**src/rtl/uart_tx_arbiter.sv**
```systemverilog
// uart_tx_arbiter: round-robin arbiter sharing one UART transmitter among
// several byte producers. A multi-byte packet keeps the grant until its last
// byte, and a watchdog drops a packet lock whose owner has gone quiet.
module uart_tx_arbiter #(
    parameter int NUM_REQ      = 2,
    parameter int LOCK_TIMEOUT = 20000,
    parameter int GID_W        = ($clog2(NUM_REQ) > 1) ? $clog2(NUM_REQ) : 1
) (
    input  logic                 clk,
    input  logic                 rst_n,
    input  logic [NUM_REQ-1:0]   req_valid,
    input  logic [8*NUM_REQ-1:0] req_data,
    input  logic [NUM_REQ-1:0]   req_last,
    output logic [NUM_REQ-1:0]   req_ack,
    output logic [7:0]           tx_data,
    output logic                 tx_start,
    input  logic                 tx_busy,
    output logic [GID_W-1:0]     grant_id,
    output logic                 locked,
    output logic                 timeout_err
);

    localparam int               CNT_W   = ($clog2(LOCK_TIMEOUT) > 1) ? $clog2(LOCK_TIMEOUT) : 1;
    localparam logic [CNT_W-1:0] CNT_MAX = CNT_W'(LOCK_TIMEOUT - 1);
    localparam logic [GID_W-1:0] PTR_RST = GID_W'(NUM_REQ - 1);

    typedef enum logic [1:0] {
        IDLE,
        START,
        WAIT_BUSY,
        WAIT_DONE
    } state_t;

    state_t             state_q, state_d;
    logic [GID_W-1:0]   ptr_q, ptr_d;
    logic [GID_W-1:0]   grantId_q, grantId_d;
    logic               locked_q, locked_d;
    logic [7:0]         txData_q, txData_d;
    logic               txStart_q, txStart_d;
    logic [NUM_REQ-1:0] reqAck_q, reqAck_d;
    logic               timeoutErr_q, timeoutErr_d;
    logic [CNT_W-1:0]   lockCnt_q, lockCnt_d;

    logic [7:0]         reqByte [NUM_REQ];
    logic               winFound;
    logic [GID_W-1:0]   winIdx;
    logic [GID_W-1:0]   candIdx;

    for (genvar g = 0; g < NUM_REQ; g++) begin : g_unpack
        assign reqByte[g] = req_data[8*g +: 8];
    end

    // Pick the winner: the lock owner alone while locked, otherwise the first
    // valid requester after the pointer (scanned far-to-near so the nearest wins).
    always_comb begin
        winFound = 1'b0;
        winIdx   = '0;
        candIdx  = '0;
        if (locked_q) begin
            winFound = req_valid[grantId_q];
            winIdx   = grantId_q;
        end else begin
            for (int k = NUM_REQ; k >= 1; k--) begin
                candIdx = GID_W'((int'(ptr_q) + k) % NUM_REQ);
                if (req_valid[candIdx]) begin
                    winFound = 1'b1;
                    winIdx   = candIdx;
                end
            end
        end
    end

    // Next-state and registered-output logic for the transmit handshake and lock watchdog.
    always_comb begin
        state_d      = state_q;
        ptr_d        = ptr_q;
        grantId_d    = grantId_q;
        locked_d     = locked_q;
        txData_d     = txData_q;
        txStart_d    = 1'b0;
        reqAck_d     = '0;
        timeoutErr_d = 1'b0;
        lockCnt_d    = locked_q ? lockCnt_q : '0;
        case (state_q)
            IDLE: begin
                if (!tx_busy && winFound) begin
                    grantId_d = winIdx;
                    ptr_d     = winIdx;
                    txData_d  = reqByte[winIdx];
                    locked_d  = !req_last[winIdx];
                    txStart_d = 1'b1;
                    reqAck_d  = NUM_REQ'(1) << winIdx;
                    lockCnt_d = '0;
                    state_d   = START;
                end else if (locked_q && !req_valid[grantId_q]) begin
                    if (lockCnt_q == CNT_MAX) begin
                        locked_d     = 1'b0;
                        timeoutErr_d = 1'b1;
                        lockCnt_d    = '0;
                    end else begin
                        lockCnt_d = lockCnt_q + CNT_W'(1);
                    end
                end
            end
            START: begin
                state_d = WAIT_BUSY;
            end
            WAIT_BUSY: begin
                if (tx_busy) begin
                    state_d = WAIT_DONE;
                end
            end
            WAIT_DONE: begin
                if (!tx_busy) begin
                    state_d = IDLE;
                end
            end
            default: begin
                state_d = IDLE;
            end
        endcase
    end

    // State register with synchronous active-low reset; the pointer resets so requester 0 goes first.
    always_ff @(posedge clk) begin
        if (!rst_n) begin
            state_q      <= IDLE;
            ptr_q        <= PTR_RST;
            grantId_q    <= '0;
            locked_q     <= 1'b0;
            txData_q     <= '0;
            txStart_q    <= 1'b0;
            reqAck_q     <= '0;
            timeoutErr_q <= 1'b0;
            lockCnt_q    <= '0;
        end else begin
            state_q      <= state_d;
            ptr_q        <= ptr_d;
            grantId_q    <= grantId_d;
            locked_q     <= locked_d;
            txData_q     <= txData_d;
            txStart_q    <= txStart_d;
            reqAck_q     <= reqAck_d;
            timeoutErr_q <= timeoutErr_d;
            lockCnt_q    <= lockCnt_d;
        end
    end

    assign req_ack     = reqAck_q;
    assign tx_data     = txData_q;
    assign tx_start    = txStart_q;
    assign grant_id    = grantId_q;
    assign locked      = locked_q;
    assign timeout_err = timeoutErr_q;

endmodule

```
**config.mk**
```make
export PLATFORM = sky130hd
export DESIGN_NAME = uart_tx_arbiter
export DESIGN_NICKNAME = d
export VERILOG_FILES = /design/src/rtl/uart_tx_arbiter.sv
export SDC_FILE = /design/constraint.sdc
export NUM_CORES = 1
export LEC_CHECK = 0
export CORE_ASPECT_RATIO = 0.8
export CORE_MARGIN = 5
export CORE_UTILIZATION = 44
export CTS_BUF_LIST = sky130_fd_sc_hd__clkbuf_2
export CTS_CLUSTER_SIZE = 8
export DETAILED_ROUTE_END_ITERATION = 7
export GPL_TIMING_DRIVEN = 0
export PLACE_DENSITY_LB_ADDON = 0.12
export SLEW_MARGIN = 20
export SYNTH_ARGS = -nofsm -noshare
export SYNTH_HDL_FRONTEND = slang
export SYNTH_SLANG_ARGS = --single-unit
```
**constraint.sdc**
```tcl
create_clock -name clk -period 2.5 [get_ports clk]
set_clock_uncertainty 0.05 [all_clocks]
set_input_delay 0.375 -clock clk [delete_from_list [all_inputs] [get_ports clk]]
set_output_delay 0.375 -clock clk [all_outputs]
set_load 0.005 [all_outputs]
```
### Word-level counts from Yosys, hierarchy flattened

Cells that the tools add are included.
W data, S select, Z words.

| word-level totals | value |
|---|---|
| register bits after elaboration | 32 |
| bits of input ports | 23 |
| output and inout port bits | 14 |
| logic and storage cells | 74 |

| operators by class | value |
|---|---|
| add/sub/neg operators | 3 |
| magnitude comparators | 5 |
| equality and inequality tests | 7 |
| shifts and indexed selects | 1 |
| mux-type cells | 31 |
| bitwise operators | 4 |
| reduce and logical (&&, ||, !) cells | 14 |

Operators by type and width:

| operator | count |
|---|---|
| $mux W15 | 5 |
| $mux W8 | 3 |
| $mux W1 | 19 |
| $add A15 B1 Y15 const B | 1 |
| $eq A15 B15 Y1 const B | 1 |
| $reduce_and A3 Y1 | 3 |
| $lt A1 B2 Y1 const B | 4 |
| $pmux W2 S4 | 1 |
| $mux W2 | 3 |
| $ne A2 B2 Y1 const B | 3 |
| $eq A2 B2 Y1 const B | 2 |
| $reduce_and A2 Y1 | 2 |
| $reduce_bool A2 Y1 | 2 |
| $reduce_or A4 Y1 | 1 |
| $logic_not A1 Y1 | 3 |
| $not A1 Y1 | 3 |
| $add A1 B1 Y1 const B | 2 |
| $eq A2 B1 Y1 const B | 1 |
| $ge A2 B2 Y1 const B | 1 |
| $logic_and A1 B1 Y1 | 2 |
| $logic_not A2 Y1 | 1 |
| $not A1 Y2 | 1 |
| $shl A1 B1 Y2 const A | 1 |

### Depth between registers and ports, before layout

Gate-level depths: netlist of run 1.

| logic depth | value |
|---|---|
| word-level depth | 10 |
| mapped depth | 7 |
| mapped depth without buffers | 6 |

### Worst setup path before layout of run 1

Ideal clock, no wire load.

| timing | value |
|---|---|
| path type | flip-flop to flip-flop |
| start point | register lockCnt_q[0] |
| end point | register locked_q, in the netlist locked |
| arrival time | 1514 ps |
| required time | 2328 ps |
| setup slack | 813 ps |
| cell stages (with the launch flop) | 8 |
| period minus slack after synthesis | 1687 ps |
| path through | dfxtp_1 > ha_1 > and4_1 > buf_2 > nand4_2 > clkbuf_1 > o21ai_0 > o22ai_1 |

| between the ends | value |
|---|---|
| cells in the longest elaborated chain, start to end | 3 |

RTL lines:

| item | RTL line | RTL |
|---|---|---|
| start: declaration | 42 | `logic [CNT_W-1:0] lockCnt_q, lockCnt_d;` |
| start signal: assignment | 145 | `lockCnt_q <= lockCnt_d;` |
| $eq A15 B15 Y1 | 96 | `if (lockCnt_q == CNT_MAX) begin` |
| $reduce_bool A2 Y1 (no line) | -- |  |
| $reduce_and A3 Y1 (no line) | -- |  |
| end signal: assignment | 140 | `locked_q <= locked_d;` |
| end: declaration | 37 | `logic locked_q, locked_d;` |

Every way passes these cells.
A chain may end at the register's enable or synchronous reset.

### Worst setup path after layout of run 1

Same ends and word-level chain as after synthesis.

==> results_dict.tcl, run 1 <==
set metrics [dict create \
    synth_edf_count 0 \
    die_w_um 80.2 \
    hold_path.class "flop to flop" \
    clkTransAtPathRegs_ps 150 \
    leakage_uw 0.000795 \
    yosys-top-cells-area "dfxtp_1 (37%), mux2i_1 (5.8%), nand3_1 (4.6%)" \
    wl_per_cell_um 13.8 \
    post-route-min-period_ps 2140 \
    hold_buffers 0 \
    synth_seq_cells 32 \
    worstPathRequired_ps 2710 \
    cp.arrival_ps 2350 \
    htreeDepth 2 \
    cp-endpoint "locked" \
    syn-num-nets 227 \
    dr.first_iter.drc_count 113 \
    tritoncts "yes" \
    netlist_top_cells_count "dfxtp_1 (32), nand3_1 (16), a31oi_1 (12), o21ai_0 (12), a21oi_1 (11)" \
    synth.most_common_cell "dfxtp_1" \
    async_flop_share_pct 0 \
    core-area_sq_um 3800 \
    finalInstanceArea_sq_um 2200 \
    tightest_slew_ps 500 \
    setup_viol 0 \
    min_period_over_period_pct 85.8 \
    cts_root_buf "clkbuf_2" \
    finalSetupTns_ps 0 \
    drv_cap 0 \
    routed_wl_mm 4.13 \
    seq_area_frac_synth_pct 36.9 \
    layout-drive-gt1-share_pct 9.88 \
    drt.antenna.violating_nets 0 \
    power_uw 1410 \
    r2r_cells 7 \
    r2r_slack_ps 360 \
    syn_inst 199 \
    multi_input_area_sq_um 996 \
    ys_types 40 \
    final-max-slew-violation-count 0 \
    worstReg2RegStart "lockCnt_q[0]" \
    postSynthAreaPerCell_sq_um 8.71 \
    cp-startpoint "lockCnt_q[0]" \
    synth_area_sq_um 1730 \
    place.port_buffers 36 \
    clockBufferDepth 2 \
    nets 270 \
    max_freq_ghz 0.466 \
    cp-start-kind "flop" \
    drt-vias-per-instance 5.65 \
    hold_viol_final 0 \
    worstSetupPathType "flop to flop" \
    post_cts_buffers 0 \
    syn2layout_area_growth_pct 27.0 \
    status "completed" \
    overflow 0 \
    vias 1685 \
    holdWs_ps 475 \
    antenna_found_initial 0 \
    detailed_place_hpwl_mm 3.06 \
    die_h_um 66.2 \
    slew_headroom_pct 66.3 \
    grt_first_pass_wirelength_mm 6.89 \
    yosys_warnings 0 \
    grt_start_max_net_pins 11 \
    initial_core_util_pct 45.6 \
    clk_latency_ps 360 \
    io_pins 37 \
    fp-row-count 20 \
    worstReg2RegEnd "locked" \
    numCtsBuffers 5 \
    grt_pass1_vias 1485 \
    yosys.area.top_type "dfxtp_1" \
    dominantRegCellSynth "dfxtp_1" \
    ir_drop_v 0.000352 \
    diodes 0 \
    place_area_sq_um 2160 \
    cts.sinks 32 \
    layout.area.seq_sq_um 641 \
    fillers 353 \
    first_pass_iters 4 \
    hold_depth 1 \
    path_max_fanout 10 \
    crit_path_end_kind "flop" \
    rsz0062_at_grt "false" \
    drc 0 \
    place.gp.congestion 0.875 \
    die_area_sq_um 5300 \
    grt.total_usage_pct 16.5 \
    cts-resized-gates 0 \
    synth_top_area_share_pct 36.9 \
    powerDensity_nw_per_um2 642 \
]
through the flow:
stage,utilization (%),worst slack [ps],std cells
detailed placement,56.9,280,290
global placement,56.9,239,290
global route,57.9,246,298
CTS,57.9,390,298
finish,57.9,356,298
floorplan,-,813,199
per-layer routing:
metal	GRT usage [%]	share of wire, %	vias up
met5	0	0	-
met4	6.33	1.0	0
met3	5.04	6.6	5
met2	22.2	42	50
met1	24.0	50	782
li1	-	-	848
layout by cell type, fill, tap and decap left out, types with 3 or more instances in the layout:
cell	count
nand3_1	16
buf_2	5
o21ai_0	12
ha_1	5
a31oi_1	12
o211ai_1	4
nand4b_1	4
dfxtp_1	32
inv_1	8
and3_1	6
a41oi_1	6
clkbuf_1	4
and4_1	6
and2_1	3
nand2_1	9
clkbuf_2	8
nor3_1	7
nand4_1	6
mux2i_1	10
a21oi_1	11
clkdlybuf4s50_1	36
nor2_1	8
final cells by class:
cell class / count / share of cell area [%]
repair buffers: 36 / 16.4
multi-input cells: 146 / 45.2
well taps: 55 / 3.13
plain buffers: 12 / 2.90
inverters: 9 / 1.53
clock inverters: 1 / 0.170
flip-flops and latches: 32 / 29.1
clock buffers: 7 / 1.59
critical path, cell delays in order, from the launching register on:
cell and delay (ps):
dfxtp_1 430, ha_1 260, and4_1 200, buf_2 200, nand4_2 240, clkbuf_1 330, o21ai_0 250, o22ai_1 90
power breakdown:
group	switching [uW]	internal (uW)
combinational	284	267
sequential	39.0	579
clock	169	75.0
cells by family (layout without fill, tap and decap cells):
| group | Yosys count | count (layout) | share of synthesized area [%] |
|---|---|---|---|
| multiplexers | 12 | 12 | 7.72 |
| adder cells (fa/ha/maj) | 5 | 5 | 3.61 |
| buffers and inverters | 21 | 65 | 5.63 |
| flip-flops | 32 | 32 | 36.9 |
| AND/OR/NAND/NOR | 75 | 75 | 25.0 |
| AO/OA/AOI/OAI | 54 | 54 | 21.1 |
worst min-delay path by stage:
stage	slack [ps]	to	from
after floorplan	400	lockCnt_q[13]	lockCnt_q[13]
after CTS	470	lockCnt_q[13]	lockCnt_q[13]
final	480	lockCnt_q[9]	lockCnt_q[9]
after global routing	480	lockCnt_q[13]	lockCnt_q[13]
after global placement	430	lockCnt_q[11]	lockCnt_q[11]
after detailed placement	430	lockCnt_q[13]	lockCnt_q[13]
sequential cells by signal, indices dropped and copies added, names as in the netlist:
register and flops:
tx_start 1, req_ack 2, timeout_err 1, ptr_q 1
locked 1, grant_id 1, lockCnt_q 15, tx_data 8
state_q 2
(Power assumes the default switching activity.)
==> run 2: changes to the inputs <==
CORE_MARGIN = 1   (was 5)
==> results_dict.tcl, run 2 (same netlist as run 1, synthesis figures left out) <==
set metrics [dict create \
    clk_latency_ps 360 \
    antenna_found_initial 0 \
    tightest_slew_ps 507 \
    grt.total_usage_pct 20.1 \
    first_pass_iters 4 \
    largest_reg_flops 15 \
    ir_drop_v 0.000294 \
    initial_core_util_pct 45.9 \
    overflow 0 \
    cp.arrival_ps 2340 \
    grt_first_pass_wirelength_mm 6.58 \
    rsz0062_at_grt "false" \
    worstPathRequired_ps 2720 \
    cp-startpoint "lockCnt_q[0]" \
    die_area_sq_um 4200 \
    r2r_cells 7 \
    finalSetupTns_ps 0 \
    worstReg2RegStart "lockCnt_q[0]" \
    cp-endpoint "locked" \
    leakage_uw 0.000795 \
    diodes 0 \
    die_h_um 58.2 \
    core-area_sq_um 3780 \
    min_period_over_period_pct 84.9 \
    die_w_um 72.2 \
    path_max_fanout 10 \
    crit_path_end_kind "flop" \
    tritoncts "yes" \
    syn2layout_area_growth_pct 27.0 \
    detailed_place_hpwl_mm 2.90 \
    status "completed" \
    layout_common_cells "clkdlybuf4s50_1 (36), dfxtp_1 (32), nand3_1 (16)" \
    worst_path_largest_cell_delay_ps 420 \
    crit_chain "ha_1 -> and4_1 -> buf_2 -> nand4_2 -> clkbuf_1 -> o21ai_0 -> o22ai_1" \
    place.port_buffers 36 \
    clkTransAtPathRegs_ps 160 \
    worstSetupPathType "flop to flop" \
    drt.antenna.violating_nets 0 \
    htreeDepth 2 \
    drc 0 \
    path_delay_family "buffers and inverters" \
    clockBufferDepth 2 \
    grt_pass1_vias 1410 \
    routed_wl_mm 4.01 \
    r2r_slack_ps 380 \
    nets 270 \
    largest_register "lockCnt_q" \
    cts-resized-gates 0 \
    drt-vias-per-instance 5.59 \
    powerDensity_nw_per_um2 639 \
    max_freq_ghz 0.471 \
    post_cts_buffers 0 \
    numCtsBuffers 5 \
    drv_cap 0 \
    dr.first_iter.drc_count 125 \
    layout-drive-gt1-share_pct 9.88 \
    cp-start-kind "flop" \
    worstReg2RegEnd "locked" \
    setup_viol 0 \
    critPathBufInv 2 \
    cp.depth 7 \
    hold_viol_final 0 \
    finalInstanceArea_sq_um 2200 \
    cp_slowest_cell "dfxtp_1" \
    grt_start_max_net_pins 11 \
    io_pins 37 \
    hold_path.class "flop to flop" \
    post-route-min-period_ps 2120 \
    cts_root_buf "clkbuf_2" \
    cts.sinks 32 \
    wl_per_cell_um 13.4 \
    final-max-slew-violation-count 0 \
    slew_headroom_pct 65.8 \
    place_area_sq_um 2160 \
    fp-row-count 20 \
    hold_buffers 0 \
    place.gp.congestion 0.817 \
    mostFrequentLayoutCell "clkdlybuf4s50_1" \
    vias 1666 \
]
==> run 2: worst min-delay path by stage <==
stage                             start             to  slack [ps]  depth (start not counted)
after floorplan           lockCnt_q[13]  lockCnt_q[13]         400                          1
after global placement    lockCnt_q[13]  lockCnt_q[13]         430                          1
after detailed placement  lockCnt_q[13]  lockCnt_q[13]         440                          1
after CTS                 lockCnt_q[13]  lockCnt_q[13]         470                          1
after global routing       lockCnt_q[9]   lockCnt_q[9]         510                          1
final                     lockCnt_q[11]  lockCnt_q[11]         470                          1
==> run 2: worst register-to-register path, delay by kind of cell (launching register included) <==
kind / cells / cell delay, ps
flip-flops: 1 / 420
adder cells (fa/ha/maj): 1 / 260
buffers and inverters: 2 / 520
AND/OR/NAND/NOR: 2 / 440
AO/OA/AOI/OAI: 2 / 360
==> run 2: per-stage QoR <==
| step | hold WS [ps] | util [%] | power (uW) | std cells | setup slack [ps] |
|---|---|---|---|---|---|
| after floorplan | 402 | - | 962 | 199 | 813 |
| after global placement | 434 | 57.3 | 1170 | 290 | 245 |
| after detailed placement | 437 | 57.3 | 1170 | 290 | 262 |
| after CTS | 471 | 58.3 | 1420 | 298 | 396 |
| after global routing | 505 | 58.3 | 1510 | 298 | 181 |
| final | 473 | 58.3 | 1410 | 298 | 377 |
==> run 2: layout make-up <==
type,count,area (sq um)
inverters,9,33.8
repair buffers,36,360
clock buffers,7,35.0
multi-input cells,146,996
well taps,55,68.8
clock inverters,1,3.75
fillers,357,1580
flip-flops and latches,32,641
plain buffers,12,63.8
==> run 2: metal layers <==
metal	global-route usage, %	routed length, um
met5	0	0
met4	5.88	48
met3	4.70	214
met2	28.4	1640
met1	30.1	2110
==> run 2: power by group <==
part	leakage, uW	total [uW]	switching [uW]	internal [uW]
Sequential	0.000260	620	41.6	579
Combinational	0.000504	543	276	267
Clock	0.0000306	245	170	75.0
==> run 3: changes to the inputs <==
clock period = 1.9 ns   (was 2.5 ns; I/O delays follow)
==> results_dict.tcl, run 3 (same netlist as run 1, synthesis figures left out) <==
set metrics [dict create \
    powerDensity_nw_per_um2 826 \
    grt_pass1_vias 1407 \
    htreeDepth 2 \
    hold_buffers 0 \
    die_w_um 72.2 \
    fin_cells 302 \
    p_sw_share_pct 34.6 \
    layout-drive-gt1-share_pct 14.6 \
    routed_wl_mm 4.09 \
    clockBufferDepth 2 \
    power_uw 1870 \
    seq_power_share_pct 43.7 \
    switchingPower_uw 648 \
    crit_path_end_kind "flop" \
    die_h_um 58.2 \
    rsz0062_at_grt "false" \
    path_max_fanout 10 \
    initial_core_util_pct 45.9 \
    diodes 0 \
    antenna_found_initial 0 \
    comb_power_share_pct 39.0 \
    ir_drop_v 0.000384 \
    post-route-min-period_ps 1780 \
    finalSetupTns_ps 0 \
    crit_chain "ha_2 -> and4_1 -> clkbuf_4 -> nand4_4 -> buf_8 -> o21ai_0 -> o22ai_1" \
    cp-start-kind "flop" \
    hold_viol_final 0 \
    min_period_over_period_pct 93.7 \
    clkTransAtPathRegs_ps 160 \
    drt-vias-per-instance 5.68 \
    leakage_uw 0.000840 \
    vias 1714 \
    core-area_sq_um 3780 \
    layout_common_cells "clkdlybuf4s50_1 (36), dfxtp_1 (29), nand3_1 (16)" \
    overflow 0 \
    mostFrequentLayoutCell "clkdlybuf4s50_1" \
    internal_power_uw 1220 \
    drv_cap 0 \
    tightest_slew_ps 504 \
    place.gp.congestion 0.817 \
    cp.arrival_ps 2000 \
    drc 0 \
    grt.total_usage_pct 20.1 \
    cp_slowest_cell "dfxtp_2" \
    largest_reg_flops 15 \
    grt_first_pass_wirelength_mm 6.58 \
    drt.antenna.violating_nets 0 \
    die_area_sq_um 4200 \
    worstPathRequired_ps 2120 \
    status "completed" \
    grt_start_max_net_pins 11 \
    cts.sinks 32 \
    slew_headroom_pct 65.9 \
    tritoncts "yes" \
    dp.cells 290 \
    max_freq_ghz 0.562 \
    detailed_place_hpwl_mm 2.90 \
    pwr-share-clk_pct 17.3 \
    hold_path.class "flop to flop" \
    place.port_buffers 36 \
    dr.first_iter.drc_count 103 \
    nets 274 \
    final-max-slew-violation-count 0 \
    clk_latency_ps 370 \
    numCtsBuffers 5 \
    cts_root_buf "clkbuf_2" \
    worst_path_largest_cell_delay_ps 390 \
    largest_register "lockCnt_q" \
    setup_viol 0 \
    post-route-util_pct 60.0 \
    worstSetupPathType "flop to flop" \
    syn2layout_area_growth_pct 30.8 \
    wl_per_cell_um 13.5 \
    fillers 346 \
    io_pins 37 \
    fp-row-count 20 \
    first_pass_iters 4 \
]
==> run 3: worst paths after layout <==
| kind | startpoint | endpoint | slack, ps | depth (start not counted) |
|---|---|---|---|---|
| worst max-delay path | lockCnt_q[0] | locked | 120 | 7 |
| worst min-delay path | lockCnt_q[1] | lockCnt_q[1] | 470 | 2 |
| worst max register to register | lockCnt_q[0] | locked | 120 | 7 |
| worst min register to register | lockCnt_q[1] | lockCnt_q[1] | 470 | 2 |
==> run 3: metal layers <==
layer	GRT usage [%]	part of all wire, %
met1	30.2	51
met2	28.3	42
met3	4.70	5.8
met4	5.88	1.4
met5	0	0
==> run 3: critical path, delay by kind of cell (launching register included) <==
kind	cells	cell delay, ps
buffers and inverters	2	400
flip-flops	1	390
AND/OR/NAND/NOR	2	350
AO/OA/AOI/OAI	2	280
adder cells (fa/ha/maj)	1	220
==> run 3: final cells by class <==
cell class | count | area [sq um] | area share [%]
multi-input cells | 146 | 1010 | 44.5
flip-flops and latches | 32 | 644 | 28.4
repair buffers | 40 | 390 | 17.2
plain buffers | 12 | 82.6 | 3.64
well taps | 55 | 68.8 | 3.03
clock buffers | 7 | 35.0 | 1.54
inverters | 9 | 33.8 | 1.49
clock inverters | 1 | 3.75 | 0.165
==> run 3: through the flow <==
stage | hold slack [ps] | worst slack, ps | cell area (sq um)
detailed placement | 437 | -248 | 2160
global route | 484 | 7.03 | 2270
floorplan | 341 | 213 | 1730
finish | 467 | 120 | 2270
CTS | 471 | 17.8 | 2230
global placement | 434 | -265 | 2160
==> run 3: power by group through the flow <==
stage                     clock (uW)  combinational (uW)  sequential [uW]
after floorplan                    0                 437              829
after global placement             0                 714              829
after detailed placement           0                 713              830
after CTS                        333                 723              817
after global routing             366                 813              832
final                            323                 731              818
==> run 3: timing repair <==
action                     CTS  global route
pin swaps                    0             0
resized for setup            5            12
setup endpoints to repair   13            24
setup buffers                1             3
